$ cat src/rtl/mini_mips_ctrl_pkg.sv
// Shared encodings for the MiniMIPS multi-cycle main control unit:
// opcodes, FSM state codes, and the datapath mux/ALU select codes.
package mini_mips_ctrl_pkg;

   localparam logic [3:0] OP_RTYPE = 4'd0;
   localparam logic [3:0] OP_ADDI  = 4'd1;
   localparam logic [3:0] OP_LW    = 4'd2;
   localparam logic [3:0] OP_SW    = 4'd3;
   localparam logic [3:0] OP_BEQ   = 4'd4;
   localparam logic [3:0] OP_BNE   = 4'd5;
   localparam logic [3:0] OP_J     = 4'd6;

   typedef enum logic [3:0] {
      S_FETCH  = 4'd0,
      S_DECODE = 4'd1,
      S_MEMADR = 4'd2,
      S_MEMRD  = 4'd3,
      S_MEMWB  = 4'd4,
      S_MEMWR  = 4'd5,
      S_EXEC   = 4'd6,
      S_RWB    = 4'd7,
      S_BRANCH = 4'd8,
      S_JUMP   = 4'd9,
      S_IEXEC  = 4'd10,
      S_IWB    = 4'd11
   } state_t;

   localparam logic [1:0] ALUOP_ADD  = 2'b00;
   localparam logic [1:0] ALUOP_SUB  = 2'b01;
   localparam logic [1:0] ALUOP_FUNC = 2'b10;

   localparam logic [1:0] SRCB_REG = 2'b00;
   localparam logic [1:0] SRCB_ONE = 2'b01;
   localparam logic [1:0] SRCB_IMM = 2'b10;
   localparam logic [1:0] SRCB_BR  = 2'b11;

   localparam logic [1:0] PCSRC_ALU    = 2'b00;
   localparam logic [1:0] PCSRC_ALUOUT = 2'b01;
   localparam logic [1:0] PCSRC_JUMP   = 2'b10;

   function automatic logic is_legal_op(input logic [3:0] op);
      return op <= OP_J;
   endfunction

endpackage

$ cat src/rtl/mini_mips_control_fsm.sv
// Multi-cycle main control FSM for MiniMIPS: sequences the datapath,
// drives alu_op toward the ALU control decoder, and counts retired instructions.
//
//  state  | meaning
//  FETCH  | read instruction at PC, PC+1 -> PC when memory completes
//  DECODE | read registers, precompute branch target into ALUOut
//  MEMADR | compute load/store address
//  MEMRD  | load data read, waits for mem_ready
//  MEMWB  | write MDR to rt
//  MEMWR  | store data write, waits for mem_ready
//  EXEC   | R-type ALU operation (func-decoded)
//  RWB    | write ALUOut to rd
//  BRANCH | compare regA/regB, conditional PC load from ALUOut
//  JUMP   | PC <- jump target
//  IEXEC  | ADDI ALU operation
//  IWB    | write ALUOut to rt
module mini_mips_control_fsm
   import mini_mips_ctrl_pkg::*;
#(
   parameter int CNT_W = 16
) (
   input  logic             clk,
   input  logic             rst,
   input  logic [3:0]       opcode,
   input  logic             mem_ready,
   output logic             pc_write,
   output logic             pc_write_cond,
   output logic             pc_write_neg,
   output logic             iord,
   output logic             mem_read,
   output logic             mem_write,
   output logic             ir_write,
   output logic             reg_write,
   output logic             reg_dst,
   output logic             mem_to_reg,
   output logic             alu_src_a,
   output logic [1:0]       alu_src_b,
   output logic [1:0]       pc_source,
   output logic [1:0]       alu_op,
   output logic             illegal_op,
   output logic [3:0]       state_o,
   output logic [CNT_W-1:0] instr_count
);

   localparam logic [CNT_W-1:0] CNT_ONE = {{(CNT_W-1){1'b0}}, 1'b1};

   state_t           r_state;
   state_t           w_next;
   logic [CNT_W-1:0] r_count;
   logic             w_retire;

   logic             w_pc_write, w_pc_write_cond, w_pc_write_neg;
   logic             w_mem_read, w_mem_write, w_ir_write, w_reg_write;
   logic             w_illegal;

   always_comb begin
      w_next          = S_FETCH;
      w_retire        = 1'b0;
      w_pc_write      = 1'b0;
      w_pc_write_cond = 1'b0;
      w_pc_write_neg  = 1'b0;
      w_mem_read      = 1'b0;
      w_mem_write     = 1'b0;
      w_ir_write      = 1'b0;
      w_reg_write     = 1'b0;
      w_illegal       = 1'b0;
      iord            = 1'b0;
      reg_dst         = 1'b0;
      mem_to_reg      = 1'b0;
      alu_src_a       = 1'b0;
      alu_src_b       = SRCB_REG;
      pc_source       = PCSRC_ALU;
      alu_op          = ALUOP_ADD;
      case (r_state)
         S_FETCH: begin
            w_mem_read = 1'b1;
            alu_src_b  = SRCB_ONE;
            w_ir_write = mem_ready;
            w_pc_write = mem_ready;
            w_next     = mem_ready ? S_DECODE : S_FETCH;
         end
         S_DECODE: begin
            alu_src_b = SRCB_BR;
            w_illegal = !is_legal_op(opcode);
            case (opcode)
               OP_RTYPE:     w_next = S_EXEC;
               OP_ADDI:      w_next = S_IEXEC;
               OP_LW, OP_SW: w_next = S_MEMADR;
               OP_BEQ, OP_BNE: w_next = S_BRANCH;
               OP_J:         w_next = S_JUMP;
               default:      w_next = S_FETCH;
            endcase
         end
         S_MEMADR: begin
            alu_src_a = 1'b1;
            alu_src_b = SRCB_IMM;
            w_next    = (opcode == OP_SW) ? S_MEMWR : S_MEMRD;
         end
         S_MEMRD: begin
            w_mem_read = 1'b1;
            iord       = 1'b1;
            w_next     = mem_ready ? S_MEMWB : S_MEMRD;
         end
         S_MEMWB: begin
            w_reg_write = 1'b1;
            mem_to_reg  = 1'b1;
            w_retire    = 1'b1;
         end
         S_MEMWR: begin
            w_mem_write = 1'b1;
            iord        = 1'b1;
            w_next      = mem_ready ? S_FETCH : S_MEMWR;
            w_retire    = mem_ready;
         end
         S_EXEC: begin
            alu_src_a = 1'b1;
            alu_op    = ALUOP_FUNC;
            w_next    = S_RWB;
         end
         S_RWB: begin
            w_reg_write = 1'b1;
            reg_dst     = 1'b1;
            w_retire    = 1'b1;
         end
         S_BRANCH: begin
            alu_src_a       = 1'b1;
            alu_op          = ALUOP_SUB;
            pc_source       = PCSRC_ALUOUT;
            w_pc_write_cond = (opcode == OP_BEQ);
            w_pc_write_neg  = (opcode == OP_BNE);
            w_retire        = 1'b1;
         end
         S_JUMP: begin
            w_pc_write = 1'b1;
            pc_source  = PCSRC_JUMP;
            w_retire   = 1'b1;
         end
         S_IEXEC: begin
            alu_src_a = 1'b1;
            alu_src_b = SRCB_IMM;
            w_next    = S_IWB;
         end
         S_IWB: begin
            w_reg_write = 1'b1;
            w_retire    = 1'b1;
         end
         default: w_next = S_FETCH;
      endcase
   end

   always_ff @(posedge clk or posedge rst) begin
      if (rst) begin
         r_state <= S_FETCH;
         r_count <= '0;
      end else begin
         r_state <= w_next;
         if (w_retire) r_count <= r_count + CNT_ONE;
      end
   end

   // Reset masks every side-effecting output so an aborted access writes nothing.
   assign pc_write      = w_pc_write      & ~rst;
   assign pc_write_cond = w_pc_write_cond & ~rst;
   assign pc_write_neg  = w_pc_write_neg  & ~rst;
   assign mem_read      = w_mem_read      & ~rst;
   assign mem_write     = w_mem_write     & ~rst;
   assign ir_write      = w_ir_write      & ~rst;
   assign reg_write     = w_reg_write     & ~rst;
   assign illegal_op    = w_illegal       & ~rst;
   assign state_o       = r_state;
   assign instr_count   = r_count;

endmodule

$ cat config.mk
export PLATFORM = sky130hd
export DESIGN_NAME = mini_mips_control_fsm
export DESIGN_NICKNAME = d
export VERILOG_FILES = /design/src/rtl/mini_mips_ctrl_pkg.sv /design/src/rtl/mini_mips_control_fsm.sv
export SDC_FILE = /design/constraint.sdc
export NUM_CORES = 1
export LEC_CHECK = 0
export CORE_MARGIN = 10
export CORE_UTILIZATION = 40
export DETAILED_ROUTE_END_ITERATION = 10
export PLACE_DENSITY_LB_ADDON = 0.2
export SETUP_SLACK_MARGIN = 0.02
export SLEW_MARGIN = 40
export SYNTH_ARGS = -nofsm -noshare
export SYNTH_HDL_FRONTEND = slang
export SYNTH_SLANG_ARGS = --single-unit
$ cat constraint.sdc
create_clock -name clk -period 1.9 [get_ports clk]
set_input_delay 0.38 -clock clk [delete_from_list [all_inputs] [get_ports clk]]
set_output_delay 0.38 -clock clk [all_outputs]
set_load 0.02 [all_outputs]
==> reports/metrics.yaml, run 1 <==
critPathKind: "flop to output pin"
cts_buffers: 3
coreArea_mm2: 0.00303
pin_count: 45
path_max_fanout: 3
ys_seq_area_frac: 0.399
clk_latency_ns: 0.30
post-route-util: 0.673
final_cell_mix: "41 x buf_4, 20 x clkdlybuf4s50_1, 17 x dfrtp_1"
p_leak_nw: 0.887
ctsHtreeMaxLevel: 1
relSlewSlack: 0.660
cts.sinks: 20
grt_pass1_vias: 1319
finalCritPeriodShare: 1.00
avgSynthCellArea_um2: 8.71
max_freq_ghz: 0.525
die_x_um: 76.0
final_common_cell: "buf_4"
area_delta_synth_final_pct: 62.6
slew_violations: 0
synth_top_area_frac: 0.399
cts_buffer_depth: 2
n_fill_cell: 263
dr.pass1.iters: 4
grt_usage: 0.126
p_per_area_mw_per_mm2: 1160
p_seq_frac: 0.268
yosys.area.top_type: "dfrtp_1"
r2r_setup_slack_ns: 0.06
antenna_cells: 0
initial_core_util: 0.414
failed_checks: "negative setup slack"
cts_tree: "yes"
overflow: 0
r2r-end: "instr_count[1]"
start_kind: "flop"
port_buffers: 44
peakVddDrop_mv: 0.917
dp_hpwl_um: 2920
finalHoldViolCount: 0
drv_cap: 0
drt_wl_total_um: 3920
final_antenna_net_count: 0
pre_cts_slack_ns: -0.479
dieArea_mm2: 0.00577
netSwitchingPower_mw: 1.04
finalSetupViolCount: 1
syn-num-nets: 152
critPathCaptureType: "output pin"
antenna_found_initial: 0
syn_area_mm2: 0.00125
status: "finished, violations left"
sw_frac_of_total: 0.439
rsz0062_at_grt: "true"
drive_above_1_share: 0.356
syn-instance-count: 144
fin_tns_setup_ns: -0.00380
grt_max_degree: 21
die_height_um: 76.0
drc: 0
num_vias: 1324
yosys_warnings: 0
place_congestion: 0.918
wl_per_cell_um: 15.1
vias_per_cell: 5.09
timing.final.ws_setup_ns: -0.00380
rows: 20
hp-class: "input port to async pin"
synthDistinctLibCells: 32
finalNetCount: 225
critPathRequiredTime_ns: 1.52
p_comb_frac: 0.627
grt_pass1_wl_um: 6210
reg2reg_from: "state_o[0]"
reg2reg_depth: 6
synth_area_leaders: "dfrtp_1 40%, xnor2_1 10%, nand4_1 6.0%, nor3_1 5.2%, nor2_1 4.8%"
finalCriticalPeriod_ns: 1.90
power_report.internal_total_mw: 1.33
worstPathArrival_ns: 1.52
fin_worst_skew_ns: 0.00370
clkTransAtPathRegs_ns: 0.11
worstMarginPinSlew_ns: 0.503
cts_root_buffer: "clkbuf_4"
clkPwrFrac: 0.105
synth-seq-cells: 20
drt_iter0_drc: 59
## layout make-up
cell class,count,area (um2),share of cell area
multi-input cells,111,774,0.380
repair buffers,78,653,0.320
flip-flops and latches,20,504,0.247
well taps,44,55.1,0.0270
clock buffers,4,36.3,0.0178
inverters,3,15.0,0.00737
## metrics by stage
stage	hold WS (ns)	instances	power, mW	instance area (um2)
floorplan	0.245	144	1.37	1280
global placement	0.459	248	1.97	1920
detailed placement	0.463	248	2.00	1920
CTS	0.484	254	2.24	1960
global route	0.269	260	2.51	2040
finish	0.269	260	2.37	2040
## logic make-up (layout without fill, tap and decap cells)
logic type      Yosys count  count (layout)  share of synthesized area
buf+inv                  13              85                     0.0549
compound gates           18              18                     0.0858
mux                       1               1                    0.00898
simple gates             75              75                      0.329
fa+ha+maj                 1               1                    0.00998
flops                    20              20                      0.399
xor+xnor                 16              16                      0.112
## critical path, cell delays in order, from the launching register on
cell	delay, ns
dfrtp_1	0.43
buf_4	0.16
nor2_4	0.10
nand2_2	0.09
nor4b_2	0.26
buf_4	0.18
## cell usage after synthesis (all sizes together)
cell and instances:
ha 1, nor4 1, nor2 16, o22ai 2, nand4 12, nor2b 2, nand3 2, inv 3
buf 4, a21oi 4, o31ai 1, xnor2 15, o21a 1, mux2 1, nand2b 8, a22oi 1
nand2 13, o32a 1, nor3b 1, nor4b 3, nand3b 1, nor3 13, and2 1, xor2 1
clkbuf 6, a31oi 2, dfrtp 20, and3 2, o21ai 6
## flip-flops by register name, summed over array words and instances, names as in the netlist
register     count
state_o          4
instr_count     16
## worst max-delay path by stage
stage	from	end	slack (ns)	depth (start not counted)
floorplan	state_o[0]	pc_write_cond	-0.12	4
global placement	rst	ir_write	-0.44	5
detailed placement	rst	ir_write	-0.48	5
CTS	state_o[2]	pc_write_cond	-0.10	5
global route	state_o[2]	ir_write	-0.13	5
finish	state_o[2]	ir_write	-0.004	5
## power groups by stage
stage          logic (mW)  registers [mW]  clock network [mW]
2_1_floorplan       0.685           0.683                   0
3_3_place_gp         1.36           0.610                   0
3_5_place_dp         1.38           0.616                   0
4_1_cts              1.37           0.618               0.253
5_1_grt              1.59           0.650               0.275
6_report             1.48           0.635               0.248
## timing repair
| item | CTS | global route |
|---|---|---|
| hold buffers | 0 | 0 |
| cloned | 0 | 1 |
| pin swaps | 1 | 4 |
| gates resized for setup | 76 | 31 |
| setup buffers | 2 | 5 |
| setup endpoints to repair | 36 | 18 |
## layer usage
| metal | part of all wire | GRT usage | wire [um] |
|---|---|---|---|
| met1 | 0.43 | 0.150 | 1700 |
| met2 | 0.51 | 0.213 | 1980 |
| met3 | 0.051 | 0.0436 | 200 |
| met4 | 0.010 | 0.0208 | 40 |
| met5 | 0 | 0 | 0 |
(Power assumes the default switching activity.)
==> inputs of run 2 (changes only) <==
ABC_AREA = 1   (was unset)
==> run 2 against run 1 <==
  * Sequential share of layout area is 3.8 points lower
  * Flip-flop and latch count stayed put
  * Die area is 11% higher
  * First-iteration DRC count is 20% higher
  * Largest cell class unchanged
  * Clock power is 48% higher
  * Worst hold slack better by 0.24 ns
  * Setup slack worse by 0.047 ns
  * Clock skew is 0.012 ns higher
  * Via count is 35% higher
  * The flow still finishes with violations (negative setup slack)
  * Critical path depth is 2 higher
  * Cell area is 17% higher
  * Area after synthesis is 15% higher
==> reports/metrics.yaml, run 2 <==
status: "finished, violations left"
failed_checks: "negative setup slack"
synth_common_cells: "75 x nand2_1, 35 x nor2_1, 30 x nand3_1"
area_delta_synth_final_pct: 65.6
synth-edff-count: 0  # unchanged
critPathKind: "flop to output pin"
cts_buffer_depth: 2  # unchanged
r2r_setup_slack_ns: 0.03  # -0.03 ns
finalHoldViolCount: 0  # unchanged
cts.sinks: 20  # unchanged
avgSynthCellArea_um2: 6.45  # -26%
start_kind: "flop"
slew_violations: 0  # unchanged
crit_path_max_incr_delay_ns: 0.45  # +0.02 ns
ctsHtreeMaxLevel: 1  # unchanged
die_height_um: 80.1  # +5.4%
post-route-util: 0.701  # +0.0276
overflow: 0  # unchanged
fin_cells: 353  # +36%
dp_hpwl_um: 3600  # +23%
r2r-end: "instr_count[6]"
crit_family: "buffers and inverters"
rsz0062_at_grt: "true"
placedCellCount: 342  # +38%
drive_above_1_share: 0.313  # -0.0438
syn_area_mm2: 0.00145  # +15%
placed_area_mm2: 0.00218  # +13%
coreArea_mm2: 0.00342  # +13%
initial_core_util: 0.423  # +0.00903
ys_seq_area_frac: 0.346  # -0.0529
relSlewSlack: 0.796  # +0.136
synth.most_common_cell: "nand2_1"
ys.flop_type: "dfrtp_1"
syn-num-nets: 232  # +53%
num_vias: 1781  # +35%
p_per_area_mw_per_mm2: 1010  # -13%
port_buffers: 44  # unchanged
reg2reg_depth: 12  # +6
cts_buffers: 3  # unchanged
crit_chain: "buf_6 -> inv_6 -> buf_4 -> nor2_2 -> nand2_2 -> nor2_2 -> buf_4"
largest_reg_flops: 16  # unchanged
fin_tns_setup_ns: -0.183  # -0.179 ns
hold_buffers: 0  # unchanged
antenna_found_initial: 0  # unchanged
worstMarginPinSlew_ns: 0.305  # -0.198 ns
pin_count: 45  # unchanged
final_common_cell: "nand2_1"
final_antenna_net_count: 0  # unchanged
synth_top_area_frac: 0.346  # -0.0529
drv_cap: 0  # unchanged
die_x_um: 80.1  # +5.4%
drc: 0  # unchanged
synth_area_leaders: "dfrtp_1 35%, nand2_1 19%, nand3_1 10%, nor2_1 9.1%, inv_1 4.9%"
slowest_stage: "dfrtp_1"
final_cell_mix: "71 x nand2_1, 43 x buf_4, 28 x nand3_1"
rows: 21  # +5.0%
synth-seq-cells: 20  # unchanged
drt_iter0_drc: 71  # +20%
grt_usage: 0.151  # +0.0251
dieArea_mm2: 0.00642  # +11%
p_leak_nw: 1.20  # +35%
dr.pass1.iters: 4  # unchanged
path_max_fanout: 3  # unchanged
cts_root_buffer: "clkbuf_4"
hp-class: "input port to async pin"
fin_worst_skew_ns: 0.0155  # +0.0118 ns
syn-instance-count: 224  # +56%
async_reset_ff_frac: 1.00  # unchanged
drt_wl_total_um: 4860  # +24%
finalInstanceArea_mm2: 0.00239  # +17%
yosys.area.top_type: "dfrtp_1"
finalCriticalPeriod_ns: 1.95  # +0.0470 ns
peakVddDrop_mv: 0.722  # -21%
timing.final.ws_setup_ns: -0.0508  # -0.0470 ns
finalNetCount: 316  # +40%
reg2reg_from: "state_o[2]"
antenna_cells: 0  # unchanged
grt_pass1_wl_um: 7860  # +27%
clk_latency_ns: 0.33  # +0.03 ns
critPathCaptureType: "output pin"
synthDistinctLibCells: 26  # -19%
max_freq_ghz: 0.513  # -2.4%
vias_per_cell: 5.05  # -0.92%
worst-path-buf-inv: 4  # +2
finalSetupViolCount: 5  # +4
yosys_warnings: 0  # unchanged
grt_pass1_vias: 1755  # +33%
holdWs_ns: 0.510  # +0.242 ns
clkTransAtPathRegs_ns: 0.13  # +0.02 ns
place_congestion: 0.864  # -5.9%
cts_tree: "yes"
grt_max_degree: 21  # unchanged
worstPathArrival_ns: 1.57  # +0.05 ns
critPathRequiredTime_ns: 1.52  # about the same
finalCritPeriodShare: 1.03  # +0.0247
wl_per_cell_um: 13.8  # -8.6%
==> run 2: cell type report <==
type / instances / area (um2)
Multi-Input combinational cell: 178 / 967
Inverter: 22 / 87.6
Tap cell: 46 / 57.6
Clock inverter: 1 / 30.0
Sequential cell: 20 / 500
Timing Repair Buffer: 83 / 728
Clock buffer: 3 / 22.5
Fill cell: 296 / 1020
==> run 2: metrics by stage <==
stage	power (mW)	setup WS [ns]
global placement	1.85	-0.421
finish	2.41	-0.0508
CTS	2.28	-0.0355
global route	2.55	-0.110
floorplan	1.21	0.0375
detailed placement	1.87	-0.467
==> run 2: worst register-to-register path: cells and delay by family, from the launching register on <==
family          cells  cell delay (ns)
buf+inv             7             0.83
flops               1             0.45
compound gates      1             0.11
simple gates        4             0.38
==> run 2: power breakdown <==
| part | leakage [nW] | internal [mW] | switching (mW) | total (mW) |
|---|---|---|---|---|
| clock network | 0.0279 | 0.214 | 0.153 | 0.367 |
| logic | 0.901 | 0.639 | 0.813 | 1.45 |
| registers | 0.272 | 0.490 | 0.0986 | 0.589 |
==> run 2: worst max path at each step <==
stage / start / endpoint / slack, ns / cells after the start
2_1_floorplan: state_o[3] / pc_write / 0.04 / 5
3_3_place_gp: opcode[0] / illegal_op / -0.42 / 5
3_5_place_dp: opcode[1] / illegal_op / -0.47 / 5
4_1_cts: state_o[2] / pc_write_neg / -0.04 / 7
5_1_grt: state_o[2] / mem_write / -0.11 / 7
6_report: state_o[2] / mem_write / -0.05 / 7
==> run 2: what timing repair did <==
action,4_1_cts,5_1_grt
gates resized for setup,116,25
pin swaps,4,1
hold endpoints to repair,0,0
buffers inserted,2,5
setup endpoints to repair,19,37
==> run 2: routing by layer <==
layer / global-route usage / up-vias / routed length (um)
met3: 0.0457 / 8 / 312
met2: 0.263 / 52 / 2470
li1: - / 886 / -
met5: 0 / - / 0
met4: 0.0511 / 0 / 88
met1: 0.170 / 835 / 1990
==> run 2: cells by family (layout without fill, tap and decap cells) <==
group           after synthesis  count (layout)  synth area share
compound gates               13              13            0.0580
xor+xnor                      7               7            0.0424
buf+inv                      26             109            0.0788
simple gates                157             157             0.466
fa+ha+maj                     1               1           0.00866
flops                        20              20             0.346
==> inputs of run 3 (changes only) <==
RECOVER_POWER = 50   (was unset)
==> run 3 against run 2 <==
  * The flow still finishes with violations (negative setup slack)
  * Critical path depth did not move
  * Flip-flop and latch count did not move
  * Fmax rose by 0.29%
  * Via count rose by 0.22%
  * Routed wire length fell by 0.66%
  * Power fell by 1.7%
  * Clock skew fell by 0.0034 ns
  * Critical endpoint unchanged
==> reports/metrics.yaml, run 3 (synthesized netlist as in run 2, its figures left out) <==
die_height_um: 80.1  # unchanged
dr.pass1.iters: 4  # unchanged
slowest_stage: "dfrtp_1"
initial_core_util: 0.423  # unchanged
wl_per_cell_um: 13.7  # -0.66%
finalHoldViolCount: 0  # unchanged
timing.final.ws_setup_ns: -0.0452  # +0.00561 ns
coreArea_mm2: 0.00342  # unchanged
max_freq_ghz: 0.514  # +0.29%
fin_worst_skew_ns: 0.0120  # -0.00344 ns
finalCritPeriodShare: 1.02  # -0.00295
wl_met1_um: 1930  # -3.2%
antenna_cells: 0  # unchanged
antenna_found_initial: 0  # unchanged
drv_cap: 0  # unchanged
post-route-util: 0.689  # -0.0114
cts_tree: "yes"
drc: 0  # unchanged
slew_violations: 0  # unchanged
p_per_area_mw_per_mm2: 1000  # -0.12%
final_cell_mix: "71 x nand2_1, 40 x buf_4, 28 x nand3_1"
finalSetupViolCount: 5  # unchanged
place_congestion: 0.864  # unchanged
relSlewSlack: 0.221  # -0.575
start_kind: "flop"
worstMarginPinSlew_ns: 1.17  # +0.863 ns
ctsHtreeMaxLevel: 1  # unchanged
grt_pass1_wl_um: 7860  # unchanged
grt_pass1_vias: 1755  # unchanged
drt_wl_total_um: 4830  # -0.66%
final_common_cell: "nand2_1"
final_antenna_net_count: 0  # unchanged
pre_cts_slack_ns: -0.467  # unchanged
fin_tns_setup_ns: -0.145  # +0.0380 ns
num_vias: 1785  # +0.22%
cts.sinks: 20  # unchanged
overflow: 0  # unchanged
path_max_fanout: 3  # unchanged
peakVddDrop_mv: 0.718  # -0.45%
crit_path_max_incr_delay_ns: 0.44  # about the same
grt_usage: 0.151  # unchanged
rsz0062_at_grt: "true"
holdWs_ns: 0.579  # +0.0685 ns
wl_met3_um: 353  # +13%
dp_hpwl_um: 3600  # unchanged
drive_above_1_share: 0.309  # -0.00326
crit_chain: "buf_6 -> inv_6 -> buf_4 -> nor2_2 -> nand2_2 -> nor2_2 -> buf_4"
pin_count: 45  # unchanged
cts_buffers: 3  # unchanged
rows: 21  # unchanged
p_leak_nw: 1.13  # -5.8%
die_x_um: 80.1  # unchanged
wl_met2_um: 2460  # -0.32%
cts_buffer_depth: 2  # unchanged
dieArea_mm2: 0.00642  # unchanged
vias_per_cell: 5.06  # +0.22%
critPathKind: "flop to output pin"
clkTransAtPathRegs_ns: 0.13  # about the same
critPathRequiredTime_ns: 1.52  # about the same
clk_latency_ns: 0.32  # about the same
hp-class: "flop to flop"
status: "finished, violations left"
port_buffers: 44  # unchanged
top_layer: "met4"
largest_reg_flops: 16  # unchanged
finalNetCount: 316  # unchanged
area_delta_synth_final_pct: 62.9
total_power_mw: 2.37  # -1.7%
failed_checks: "negative setup slack"
grt_max_degree: 21  # unchanged
cts_root_buffer: "clkbuf_4"
drt_iter0_drc: 81  # +14%
finalCriticalPeriod_ns: 1.95  # -0.00561 ns
critPathCaptureType: "output pin"
worstPathArrival_ns: 1.57  # about the same
## run 3: critical path: cells and delay by family, from the launching register on
family	cells	cell delay, ns
flops	1	0.44
simple gates	3	0.34
buf+inv	4	0.45
## run 3: worst paths after layout
path	from	end	slack (ns)	cells after the start
max	state_o[2]	mem_write	-0.05	7
min	instr_count[15]	instr_count[15]	0.58	2
max reg2reg	state_o[2]	instr_count[6]	0.03	12
min reg2reg	instr_count[15]	instr_count[15]	0.58	2
max in group asynchronous	rst	instr_count[10]	0.22	3
min in group asynchronous	rst	state_o[2]	0.98	3
## run 3: area by class of cell
| type | instances | area (um2) |
|---|---|---|
| clock buffers | 3 | 22.5 |
| flip-flops and latches | 20 | 500 |
| fillers | 307 | 1060 |
| well taps | 46 | 57.6 |
| inverters | 22 | 87.6 |
| multi-input cells | 178 | 967 |
| clock inverters | 1 | 30.0 |
| repair buffers | 83 | 689 |
## run 3: routing by layer
metal	up-vias	track usage
met4	0	0.0511
li1	885	-
met1	827	0.170
met5	-	0
met2	65	0.263
met3	8	0.0457
## run 3: report_power, final
group | internal [mW] | switching [mW]
Combinational | 0.604 | 0.813
Sequential | 0.490 | 0.0969
Clock | 0.214 | 0.147
Total | 1.31 | 1.06
## run 3: stage by stage
stage,area [um2],instances
4_1_cts,2270,348
3_5_place_dp,2180,342
2_1_floorplan,1470,224
6_report,2350,353
3_3_place_gp,2180,342
5_1_grt,2350,353
## run 3: repair_timing
item | CTS | global route
hold buffers | 0 | 0
pin swaps | 4 | 1
hold endpoints to repair | 0 | 0
gates resized for setup | 116 | 25
setup buffers | 2 | 5
endpoints found under the setup margin | 19 | 37
